$ cat src/rtl/proc_dblbuf_scheduler_pkg.sv
// Shared types and default widths for the double-buffered processor scheduler.
package proc_dblbuf_scheduler_pkg;

  localparam int unsigned IdWDef    = 16;
  localparam int unsigned StageWDef = 8;
  localparam int unsigned FixedWDef = 32;

  // Life cycle of one cache buffer.
  typedef enum logic [1:0] {
    SlotFree,
    SlotFilling,
    SlotLoaded,
    SlotEval
  } slot_state_t;

  // Job-level sequencing.
  typedef enum logic [1:0] {
    StIdle,
    StRun,
    StDone
  } sched_state_t;

  // Ping-pong partner of a buffer.
  function automatic logic other_buf(input logic b);
    return ~b;
  endfunction

endpackage

$ cat src/rtl/proc_dblbuf_scheduler_sched_id_fifo.sv
// Two-entry FIFO of (window id, buffer) for evaluations in flight, in launch order.
module proc_dblbuf_scheduler_sched_id_fifo #(
  parameter int unsigned IdW = 16
) (
  input  logic           clk_i,
  input  logic           reset_i,
  input  logic           push_i,
  input  logic [IdW-1:0] push_id_i,
  input  logic           push_buf_i,
  input  logic           pop_i,
  output logic [IdW-1:0] head_id_o,
  output logic           head_buf_o,
  output logic           full_o,
  output logic           empty_o
);

  logic [IdW-1:0] id_q [2];
  logic           buf_q [2];
  logic           wr_ptr_q;
  logic           rd_ptr_q;
  logic [1:0]     cnt_q;
  logic           do_push;
  logic           do_pop;

  // Overflowing pushes and underflowing pops are dropped.
  always_comb begin
    do_push = push_i && (cnt_q != 2'd2);
    do_pop  = pop_i && (cnt_q != 2'd0);
  end

  // Storage, pointers and occupancy.
  always_ff @(posedge clk_i) begin
    if (reset_i) begin
      for (int i = 0; i < 2; i++) begin
        id_q[i]  <= '0;
        buf_q[i] <= 1'b0;
      end
      wr_ptr_q <= 1'b0;
      rd_ptr_q <= 1'b0;
      cnt_q    <= 2'd0;
    end else begin
      if (do_push) begin
        id_q[wr_ptr_q]  <= push_id_i;
        buf_q[wr_ptr_q] <= push_buf_i;
        wr_ptr_q        <= ~wr_ptr_q;
      end
      if (do_pop) begin
        rd_ptr_q <= ~rd_ptr_q;
      end
      cnt_q <= cnt_q + {1'b0, do_push} - {1'b0, do_pop};
    end
  end

  assign head_id_o  = id_q[rd_ptr_q];
  assign head_buf_o = buf_q[rd_ptr_q];
  assign full_o     = (cnt_q == 2'd2);
  assign empty_o    = (cnt_q == 2'd0);

endmodule

$ cat src/rtl/proc_dblbuf_scheduler.sv
// Ping-pong scheduler: fills one processor cache buffer while the other is evaluated,
// launches evaluations in fill order and tags each pass/fail result with its window id.
module proc_dblbuf_scheduler
  import proc_dblbuf_scheduler_pkg::*;
#(
  parameter int unsigned IdW    = IdWDef,
  parameter int unsigned StageW = StageWDef,
  parameter int unsigned FixedW = FixedWDef
) (
  input  logic              clk,
  input  logic              reset,
  input  logic              cfg_start_i,
  input  logic [IdW-1:0]    cfg_num_windows_i,
  input  logic [StageW-1:0] cfg_num_stages_i,
  input  logic [FixedW-1:0] cfg_inv_window_area_i,
  output logic              busy_o,
  output logic              job_done_o,
  output logic              fill_req_o,
  output logic              fill_buf_o,
  output logic [IdW-1:0]    fill_id_o,
  input  logic              fill_done_i,
  output logic              p_start_o,
  output logic              p_dbl_buf_o,
  output logic [StageW-1:0] p_num_stages_o,
  output logic              p_start_var_o,
  output logic              p_dbl_buf_var_o,
  output logic [FixedW-1:0] p_inv_window_area_o,
  input  logic              p_ready_i,
  input  logic              p_var_ready_i,
  input  logic              p_result_valid_i,
  input  logic              p_passfail_i,
  output logic              p_result_taken_o,
  output logic              res_valid_o,
  output logic [IdW-1:0]    res_id_o,
  output logic              res_passfail_o,
  input  logic              res_ready_i
);

  sched_state_t      state_q;
  slot_state_t       slot_q [2];
  logic [IdW-1:0]    num_q;
  logic [IdW-1:0]    issue_cnt_q;
  logic [IdW-1:0]    launch_cnt_q;
  logic [IdW-1:0]    done_cnt_q;
  logic              next_fill_q;
  logic              next_eval_q;
  logic              fill_req_q;
  logic              fill_buf_q;
  logic [IdW-1:0]    fill_id_q;
  logic              p_start_q;
  logic              p_dbl_buf_q;
  logic [StageW-1:0] p_num_stages_q;
  logic [FixedW-1:0] p_inv_q;
  logic              res_valid_q;
  logic [IdW-1:0]    res_id_q;
  logic              res_passfail_q;
  logic              job_done_q;

  logic              fill_go;
  logic              launch_go;
  logic              take;
  logic              fifo_full;
  logic              fifo_empty;
  logic [IdW-1:0]    head_id;
  logic              head_buf;

  // Event decisions for this cycle, all from registered slot states.
  always_comb begin
    fill_go   = (state_q == StRun) && !fill_req_q && (slot_q[next_fill_q] == SlotFree) &&
                (issue_cnt_q < num_q);
    launch_go = (state_q == StRun) && (slot_q[next_eval_q] == SlotLoaded) && p_ready_i &&
                p_var_ready_i && !fifo_full;
    // An empty FIFO means no evaluation is in flight, so a stray result is ignored.
    take      = p_result_valid_i && !fifo_empty && (!res_valid_q || res_ready_i);
  end

  proc_dblbuf_scheduler_sched_id_fifo #(
    .IdW (IdW)
  ) u_id_fifo (
    .clk_i      (clk),
    .reset_i    (reset),
    .push_i     (launch_go),
    .push_id_i  (launch_cnt_q),
    .push_buf_i (next_eval_q),
    .pop_i      (take),
    .head_id_o  (head_id),
    .head_buf_o (head_buf),
    .full_o     (fifo_full),
    .empty_o    (fifo_empty)
  );

  // Job FSM, per-buffer slot FSMs, and all registered outputs.
  always_ff @(posedge clk) begin
    if (reset) begin
      state_q        <= StIdle;
      slot_q[0]      <= SlotFree;
      slot_q[1]      <= SlotFree;
      num_q          <= '0;
      issue_cnt_q    <= '0;
      launch_cnt_q   <= '0;
      done_cnt_q     <= '0;
      next_fill_q    <= 1'b0;
      next_eval_q    <= 1'b0;
      fill_req_q     <= 1'b0;
      fill_buf_q     <= 1'b0;
      fill_id_q      <= '0;
      p_start_q      <= 1'b0;
      p_dbl_buf_q    <= 1'b0;
      p_num_stages_q <= '0;
      p_inv_q        <= '0;
      res_valid_q    <= 1'b0;
      res_id_q       <= '0;
      res_passfail_q <= 1'b0;
      job_done_q     <= 1'b0;
    end else begin
      job_done_q <= 1'b0;
      p_start_q  <= 1'b0;

      unique case (state_q)
        StIdle: begin
          if (cfg_start_i) begin
            num_q          <= cfg_num_windows_i;
            p_num_stages_q <= cfg_num_stages_i;
            p_inv_q        <= cfg_inv_window_area_i;
            issue_cnt_q    <= '0;
            launch_cnt_q   <= '0;
            done_cnt_q     <= '0;
            next_fill_q    <= 1'b0;
            next_eval_q    <= 1'b0;
            state_q        <= (cfg_num_windows_i == '0) ? StDone : StRun;
          end
        end
        StRun: begin
          // Finish only once the last tagged result has left the output register.
          if ((done_cnt_q == num_q) && (!res_valid_q || res_ready_i)) begin
            state_q <= StDone;
          end
        end
        StDone: begin
          job_done_q <= 1'b1;
          state_q    <= StIdle;
        end
        default: state_q <= StIdle;
      endcase

      // Loader handshake: one request outstanding, held until fill_done.
      if (fill_req_q) begin
        if (fill_done_i) begin
          fill_req_q         <= 1'b0;
          slot_q[fill_buf_q] <= SlotLoaded;
        end
      end else if (fill_go) begin
        fill_req_q          <= 1'b1;
        fill_buf_q          <= next_fill_q;
        fill_id_q           <= issue_cnt_q;
        issue_cnt_q         <= issue_cnt_q + IdW'(1);
        next_fill_q         <= other_buf(next_fill_q);
        slot_q[next_fill_q] <= SlotFilling;
      end

      // Launch evaluator and variance calc together on the same buffer.
      if (launch_go) begin
        p_start_q           <= 1'b1;
        p_dbl_buf_q         <= next_eval_q;
        launch_cnt_q        <= launch_cnt_q + IdW'(1);
        next_eval_q         <= other_buf(next_eval_q);
        slot_q[next_eval_q] <= SlotEval;
      end

      // Result capture into the single-entry output register.
      if (take) begin
        res_valid_q      <= 1'b1;
        res_id_q         <= head_id;
        res_passfail_q   <= p_passfail_i;
        slot_q[head_buf] <= SlotFree;
        done_cnt_q       <= done_cnt_q + IdW'(1);
      end else if (res_ready_i) begin
        res_valid_q <= 1'b0;
      end
    end
  end

  assign busy_o              = (state_q != StIdle);
  assign job_done_o          = job_done_q;
  assign fill_req_o          = fill_req_q;
  assign fill_buf_o          = fill_buf_q;
  assign fill_id_o           = fill_id_q;
  assign p_start_o           = p_start_q;
  assign p_dbl_buf_o         = p_dbl_buf_q;
  assign p_num_stages_o      = p_num_stages_q;
  assign p_start_var_o       = p_start_q;
  assign p_dbl_buf_var_o     = p_dbl_buf_q;
  assign p_inv_window_area_o = p_inv_q;
  assign p_result_taken_o    = take;
  assign res_valid_o         = res_valid_q;
  assign res_id_o            = res_id_q;
  assign res_passfail_o      = res_passfail_q;

endmodule
$ cat config.mk
export PLATFORM = sky130hd
export DESIGN_NAME = proc_dblbuf_scheduler
export DESIGN_NICKNAME = d
export VERILOG_FILES = /design/src/rtl/proc_dblbuf_scheduler_pkg.sv /design/src/rtl/proc_dblbuf_scheduler_sched_id_fifo.sv /design/src/rtl/proc_dblbuf_scheduler.sv
export SDC_FILE = /design/constraint.sdc
export NUM_CORES = 1
export LEC_CHECK = 0
export ABC_AREA = 1
export BUFFER_PORTS_ARGS = -buffer_cell sky130_fd_sc_hd__buf_2
export CAP_MARGIN = 15
export CORE_ASPECT_RATIO = 2
export CORE_MARGIN = 5
export CORE_UTILIZATION = 30
export DETAILED_ROUTE_END_ITERATION = 10
export SLEW_MARGIN = 20
export SYNTH_ARGS = -nofsm -noshare
export SYNTH_HDL_FRONTEND = slang
export SYNTH_SLANG_ARGS = --single-unit
$ cat constraint.sdc
create_clock -name clk -period 3.88 [get_ports clk]
set_input_delay 0.776 -clock clk [delete_from_list [all_inputs] [get_ports clk]]
set_output_delay 0.776 -clock clk [all_outputs]
set_load 0.02 [all_outputs]
---- Word-level counts from Yosys, hierarchy flattened ----
Memory sizes are Yosys's and may differ from the RTL's. A register that Yosys moved wholly into a read port is not among the register bits.
Index checks and enable logic that the tools add are counted.
word-level totals
  flip-flop bits (word level) ............. 135
  memory bits (writable) .................. 38
  word-level logic and storage cells ...... 143
  memories ................................ 3
memory list
  name             depth  bits a word  rd ports  clocked after memory_dff  wr ports  RTL line                                   RTL
  u_id_fifo.id_q   2      16           1         1                         2         proc_dblbuf_scheduler_sched_id_fifo.sv:17  logic [IdW-1:0] id_q [2];
  slot_q           2      2            2         2                         3         proc_dblbuf_scheduler.sv:40                slot_state_t slot_q [2];
  u_id_fifo.buf_q  2      1            1         1                         2         proc_dblbuf_scheduler_sched_id_fifo.sv:18  logic buf_q [2];
operators by class
  add/subtract/negate cells ............... 5
  magnitude comparators ................... 1
  eq/ne operators ......................... 8
  muxes and demuxes ....................... 63
  bitwise operators ....................... 5
  reduce and logical (&&, ||, !) cells .... 38
operators with widths
  operator                 number
  $mux W16                 9
  $add A16 B1 Y16 const B  3
  $mux W1                  47
  $eq A16 B16 Y1           1
  $logic_not A16 Y1        1
  $lt A16 B16 Y1           1
  $reduce_or A16 Y1        1
  $reduce_bool A2 Y1       7
  $logic_and A1 B1 Y1      12
  $mux W2                  6
  $reduce_and A2 Y1        5
  $eq A2 B2 Y1 const B     3
  $logic_not A2 Y1         3
  $reduce_or A2 Y1         3
  $not A1 Y1               5
  $logic_not A1 Y1         4
  $ne A2 B2 Y1 const B     2
  $pmux W2 S2              1
  $add A2 B1 Y2            1
  $eq A2 B1 Y1 const B     1
  $ne A2 B1 Y1 const B     1
  $sub A2 B1 Y2            1
  $logic_or A1 B1 Y1       1
  $reduce_or A1 Y1         1

---- Depth between registers and ports, before layout ----
Gate-level depths: netlist of run 1.
  depth after elaboration ................. 11
  mapped depth ............................ 15
  mapped depth without buffers ............ 14

---- Modules after synthesis ----
A second synthesis of run 1 with hierarchy kept.
unflattened totals
  cell total of the unflattened synthesis .. 1038
  area total of the unflattened synthesis .. 8444.3 µm²
by module, submodules not included
  module                               times used  cells an instance  area an instance (µm²)
  proc_dblbuf_scheduler                1           891                6688.9
  proc_dblbuf_scheduler_sched_id_fifo  1           147                1755.4

---- Worst setup path after synthesis of run 1 ----
No wires, ideal clock.
  path type ............................... in2reg
  start point ............................. input p_var_ready_i
  end point ............................... memory u_id_fifo.buf_q[1], enable pin
  arrival ................................. 2.029 ns
  data required time ...................... 3.507 ns
  setup slack ............................. 1.477 ns
  stages on the path ...................... 7
  path buffers ............................ 1
  cells stage by stage .................... nand2_1 > a211oi_2 > nand2_2 > nor2_4 > nand2_1 > buf_2 > nand2_1
RTL lines
  what         RTL line                                   RTL
  from (decl)  proc_dblbuf_scheduler.sv:29                input logic p_var_ready_i,
  to (decl)    proc_dblbuf_scheduler_sched_id_fifo.sv:18

==> results.cfg, run 1 <==
[outcome]
status = finished clean

[pwr]
ir_worst_vdd_v = 0.000290
total_power_mw = 4.85
powerDensity_nw_per_um2 = 492
p_leak_nw = 3.99

[sta]
slew_viol_final = 0
rsz0062_at_grt = no
fin_crit_ns = 2.43
finalHoldViolCount = 0
clock_skew_ns = 0.00880
worstMarginPinSlew_ns = 0.718
setup_violations = 0
max_slew_margin = 0.521
fmax_mhz = 411
finalSetupTns_ns = 0
period_share = 0.627

[synthesis]
ys_ff_latch = 191
synth_warnings = 0
synth_most_common_cell = nor2_1
ys_seq_area_frac = 0.503
synthTopCellsByCount = 173 x nor2_1, 157 x dfxtp_1, 136 x nand2_1
syn-instance-count = 1021
async_flop_share = 0
synth-edff-count = 34
synth_top_area_frac = 0.380
ys.flop_type = dfxtp_1
yosys-top-cells-area = dfxtp_1 38%, edfxtp_1 12%, nor2_1 7.8%
syn_area_per_cell_um2 = 8.11
synth_cell_type_count = 46
synth_nets = 1106
syn_area_um2 = 8280
yosysTopAreaCell = dfxtp_1

[min_path]
worstHoldStart = launch_cnt_q[15]$_SDFFE_PP0P_
hold_path_depth = 2
min_path_type = reg -> reg
worstHoldEndpoint = launch_cnt_q[15]$_SDFFE_PP0P_

[critical_path]
rrSetupSlack_ns = 1.52
worst_ep_arrival_time_ns = 2.51
critPathSlowestCell = nand2_1
start_kind = input pin
r2r-end = issue_cnt_q[5]$_SDFF_PP0_
worstSetupEndpointType = register
worstPathRequired_ns = 3.96
reg2reg_depth = 12
cp_max_fo = 28
crit_chain = buf_2 > clkinv_2 > buf_4 > nand2_1
reg2reg_from = num_q[14]$_SDFFE_PP0P_
max_stage_delay_ns = 0.53
critPathKind = in -> reg
cp-startpoint = reset

[layout]
syn_to_final_growth_pct = 19.3
antenna_cells = 0
fin_nets = 1230
multiInputGateArea_um2 = 3510
regArea_um2 = 4160
drive_above_1_share = 0.192
fillers = 2870

[routing]
wl_um = 22900
detail_route.vias_per_cell = 4.75
via_count = 7177
drc = 0
drtPass1Iterations = 5
wl_per_cell_um = 15.2
ant_nets = 0
drtIter0Drc = 344

[global_route]
grt_pass1_vias = 6944
grtUsageTotal = 0.146
grt-ovfl-total = 0
antenna_found_initial = 0
grt_max_degree = 77
grt_pass1_wl_um = 35600

[clock_network]
cts.htree.levels = 4
clockBufferDepth = 2
cts_root_buf = clkbuf_16
cts_tree = yes
cts.sinks = 191
cts-resized-gates = 0
post_cts_buffers = 0
hold_buffers = 0
clkTransAtPathRegs_ns = 0.07
numCtsBuffers = 17
clock_latency_ns = 0.45

[floorplanning]
die_width_um = 127
dieArea_um2 = 31200
row_count = 86
initial_utilization = 0.302
io_pins = 148
coreArea_um2 = 27400
die_h_um = 245

[place]
io_buffers = 147
place.gp.congestion = 0.855
hpwl_um = 17500

[flow_run]
cap_violations = 0
power breakdown:
part	switching [mW]	leakage [nW]	internal, mW
Clock	0.769	0.293	1.05
Combinational	0.533	2.08	0.238
Sequential	0.0905	1.62	2.17
Total	1.39	3.99	3.46
worst max path at each step:
stage	end	slack [ns]	cells after the start
after floorplan	u_id_fifo.buf_q[1]$_SDFFCE_PN0P_	1.48	7
after global placement	u_id_fifo.id_q[1][8]$_SDFFCE_PN0P_	0.95	4
after detailed placement	u_id_fifo.id_q[1][5]$_SDFFCE_PN0P_	0.92	4
after CTS	u_id_fifo.id_q[1][13]$_SDFFCE_PN0P_	1.39	4
after global routing	issue_cnt_q[5]$_SDFF_PP0_	1.24	12
final	u_id_fifo.id_q[1][13]$_SDFFCE_PN0P_	1.45	4
worst max-delay path: cells and delay by family:
| kind | cells | cell delay, ns |
|---|---|---|
| buffers and inverters | 3 | 1.16 |
| AND/OR/NAND/NOR | 1 | 0.53 |
logic make-up after synthesis:
| family | after synthesis | share of synthesized area |
|---|---|---|
| simple gates | 401 | 0.211 |
| xor+xnor | 13 | 0.0138 |
| buf+inv | 147 | 0.0741 |
| fa+ha+maj | 20 | 0.0302 |
| flops | 191 | 0.503 |
| compound gates | 249 | 0.168 |
registers in the layout, indices dropped and copies added (netlist names), 4 cells and up, named ones only:
| register | cells |
|---|---|
| fill_id_o | 16 |
| p_num_stages_o | 8 |
| res_id_o | 16 |
| p_inv_window_area_o | 32 |
| done_cnt_q | 16 |
| num_q | 16 |
| slot_q | 4 |
| issue_cnt_q | 16 |
| u_id_fifo.id_q | 32 |
| launch_cnt_q | 16 |
final cells by class:
cell class              instances  area share
multi-input cells             683       0.355
clock inverters                 8      0.0132
repair buffers                154      0.0798
inverters                      98      0.0376
well taps                     352      0.0446
flip-flops and latches        191       0.422
clock buffers                  24      0.0478
metrics by stage:
stage	cell area (um2)	util	hold WS [ns]	cells	worst slack, ns
4_1_cts	9880	0.360	0.463	1510	1.39
5_1_grt	9880	0.360	0.481	1510	1.24
3_5_place_dp	9270	0.338	0.451	1478	0.920
3_3_place_gp	9270	0.338	0.451	1478	0.953
2_1_floorplan	8280	-	0.436	1021	1.48
6_report	9880	0.360	0.465	1510	1.45
layout by cell type (no fill, tap or decap), types with 3 or more instances in the layout:
cell,n
inv_1,90
o21ai_0,120
nor3_1,11
clkbuf_1,5
nand2_1,136
dfxtp_1,157
nand4_1,15
nor4_1,7
o211ai_1,3
o31ai_1,6
a21oi_1,74
a211oi_1,6
xor2_1,5
nor2_2,5
a31oi_1,17
inv_2,6
buf_2,147
o22ai_1,6
xnor2_1,8
clkbuf_16,17
a211oi_2,3
nor2_1,172
o21a_1,3
nand2_2,7
nand3_1,32
ha_1,20
buf_4,7
edfxtp_1,34
bufinv_16,3
nor2_4,7
routing by layer:
metal / up-vias / track usage / wire [um]
li1: 3662 / - / -
met2: 167 / 0.290 / 13000
met4: 0 / 0.0730 / 838
met1: 3304 / 0.139 / 8200
met5: - / 0 / 0
met3: 44 / 0.0259 / 875
No activity file was read; power rests on OpenSTA's default activity.
==> run 2, diff against run 1 <==
clock period = 2.54 ns   (was 3.88 ns; I/O delays follow)
==> run 2 against run 1 <==
Effect of this change:
- setup slack lost 1.0 ns
- final cell count up 0.86%
- flip-flop and latch count did not move
==> results.cfg, run 2 (same netlist as run 1, synthesis figures left out) <==
[pwr]
ir_worst_vdd_v = 0.000423
powerDensity_nw_per_um2 = 717
p_leak_nw = 4.05

[floorplanning]
coreArea_um2 = 27400
io_pins = 148
die_width_um = 127
row_count = 86
initial_utilization = 0.302
dieArea_um2 = 31200
die_h_um = 245

[place]
hpwl_um = 17300
io_buffers = 147
pre_cts_slack_ns = 0.425
place.gp.congestion = 0.877

[critical_path]
worst_ep_arrival_time_ns = 2.43
crit_chain = inv_1 > ha_1 > a21oi_1 > nand2_1 > nand2_1 > nand3_1 > nor2_4 > nand2_4 > inv_4 > nand2_1 > o21ai_0 > a21oi_1
critPathKind = reg -> reg
worstPathRequired_ns = 2.88
cp_common_cell = nand2_1
cp_max_fo = 40
critPathSlowestCell = dfxtp_1
start_kind = register
max_stage_delay_ns = 0.34
worstSetupEndpointType = register

[sta]
period_share = 0.825
clock_skew_ns = 0.0110
fin_crit_ns = 2.10
fin_ws_ns = 0.444
finalSetupTns_ns = 0
rsz0062_at_grt = no
fmax_mhz = 477
setup_violations = 0
slew_viol_final = 0
max_slew_margin = 0.538
finalHoldViolCount = 0
worstMarginPinSlew_ns = 0.687

[clock_network]
post_cts_buffers = 0
clkTransAtPathRegs_ns = 0.07
cts-resized-gates = 0
cts.htree.levels = 4
hold_buffers = 0
clock_latency_ns = 0.44
clockBufferDepth = 2
cts_root_buf = clkbuf_16
cts_tree = yes
numCtsBuffers = 17
cts.sinks = 191

[routing]
ant_nets = 0
wl_per_cell_um = 15.0
drtPass1Iterations = 7
drc = 0
detail_route.vias_per_cell = 4.73
drtIter0Drc = 443
wl_um = 22800
via_count = 7200

[layout]
antenna_cells = 0
drive_above_1_share = 0.203
fin_nets = 1243
layout_commonest_cell = nor2_1
final_cell_mix = 172 x nor2_1, 157 x dfxtp_1, 147 x buf_2, 136 x nand2_1, 120 x o21ai_0
syn_to_final_growth_pct = 20.9

[outcome]
status = finished clean

[min_path]
min_path_type = in -> reg

[global_route]
grt_pass1_wl_um = 36700
grt_pass1_vias = 7175
grt-ovfl-total = 0
antenna_found_initial = 0
grtUsageTotal = 0.149
grt_max_degree = 48

[flow_run]
cap_violations = 0
==> run 2: through the flow <==
step / util / hold WS (ns) / cell area [um2] / instances / power (mW)
final: 0.365 / 0.281 / 10000 / 1523 / 7.18
after global routing: 0.365 / 0.260 / 10000 / 1523 / 7.57
after CTS: 0.365 / 0.250 / 10000 / 1523 / 7.30
after detailed placement: 0.345 / 0.457 / 9470 / 1491 / 4.76
after global placement: 0.345 / 0.452 / 9470 / 1491 / 4.74
after floorplan: - / 0.436 / 8280 / 1021 / 4.30
==> run 2: path summary, 6_finish.rpt <==
check                                     start                             endpoint  slack (ns)  cells after the start
setup / recovery         num_q[14]$_SDFFE_PP0P_            issue_cnt_q[5]$_SDFF_PP0_        0.44                     12
hold / removal         cfg_inv_window_area_i[0]  p_inv_window_area_o[0]$_SDFFE_PP0P_        0.28                      3
setup reg to reg         num_q[14]$_SDFFE_PP0P_            issue_cnt_q[5]$_SDFF_PP0_        0.44                     12
hold reg to reg   launch_cnt_q[15]$_SDFFE_PP0P_        launch_cnt_q[15]$_SDFFE_PP0P_        0.47                      2
==> run 2: layout make-up <==
cell class / count / area [um2]
clock buffer: 19 / 433
timing repair buffer: 167 / 986
fill: 2896 / 17400
clock inverter: 13 / 108
sequential: 191 / 4160
inverter: 98 / 372
multi-input combinational: 683 / 3510
tap: 352 / 440
==> run 2: power breakdown <==
group	internal [mW]	leakage (nW)	switching [mW]	total, mW
combinational	0.410	2.18	0.823	1.23
clock	1.28	0.255	1.24	2.51
sequential	3.31	1.62	0.122	3.43
==> run 2: routing by layer <==
metal / track usage / vias to the layer above / share of wire
met5: 0 / - / 0
met3: 0.0292 / 32 / 0.040
li1: - / 3696 / -
met2: 0.288 / 160 / 0.57
met1: 0.144 / 3312 / 0.36
met4: 0.0786 / 0 / 0.029
==> run 2: critical path, delay by kind of cell (launching register included) <==
family / cells / cell delay [ns]
and+or+nand+nor: 6 / 0.60
buffers and inverters: 2 / 0.36
AOI/OAI and AO/OA: 3 / 0.35
DFF: 1 / 0.34
adders and majority gates: 1 / 0.32
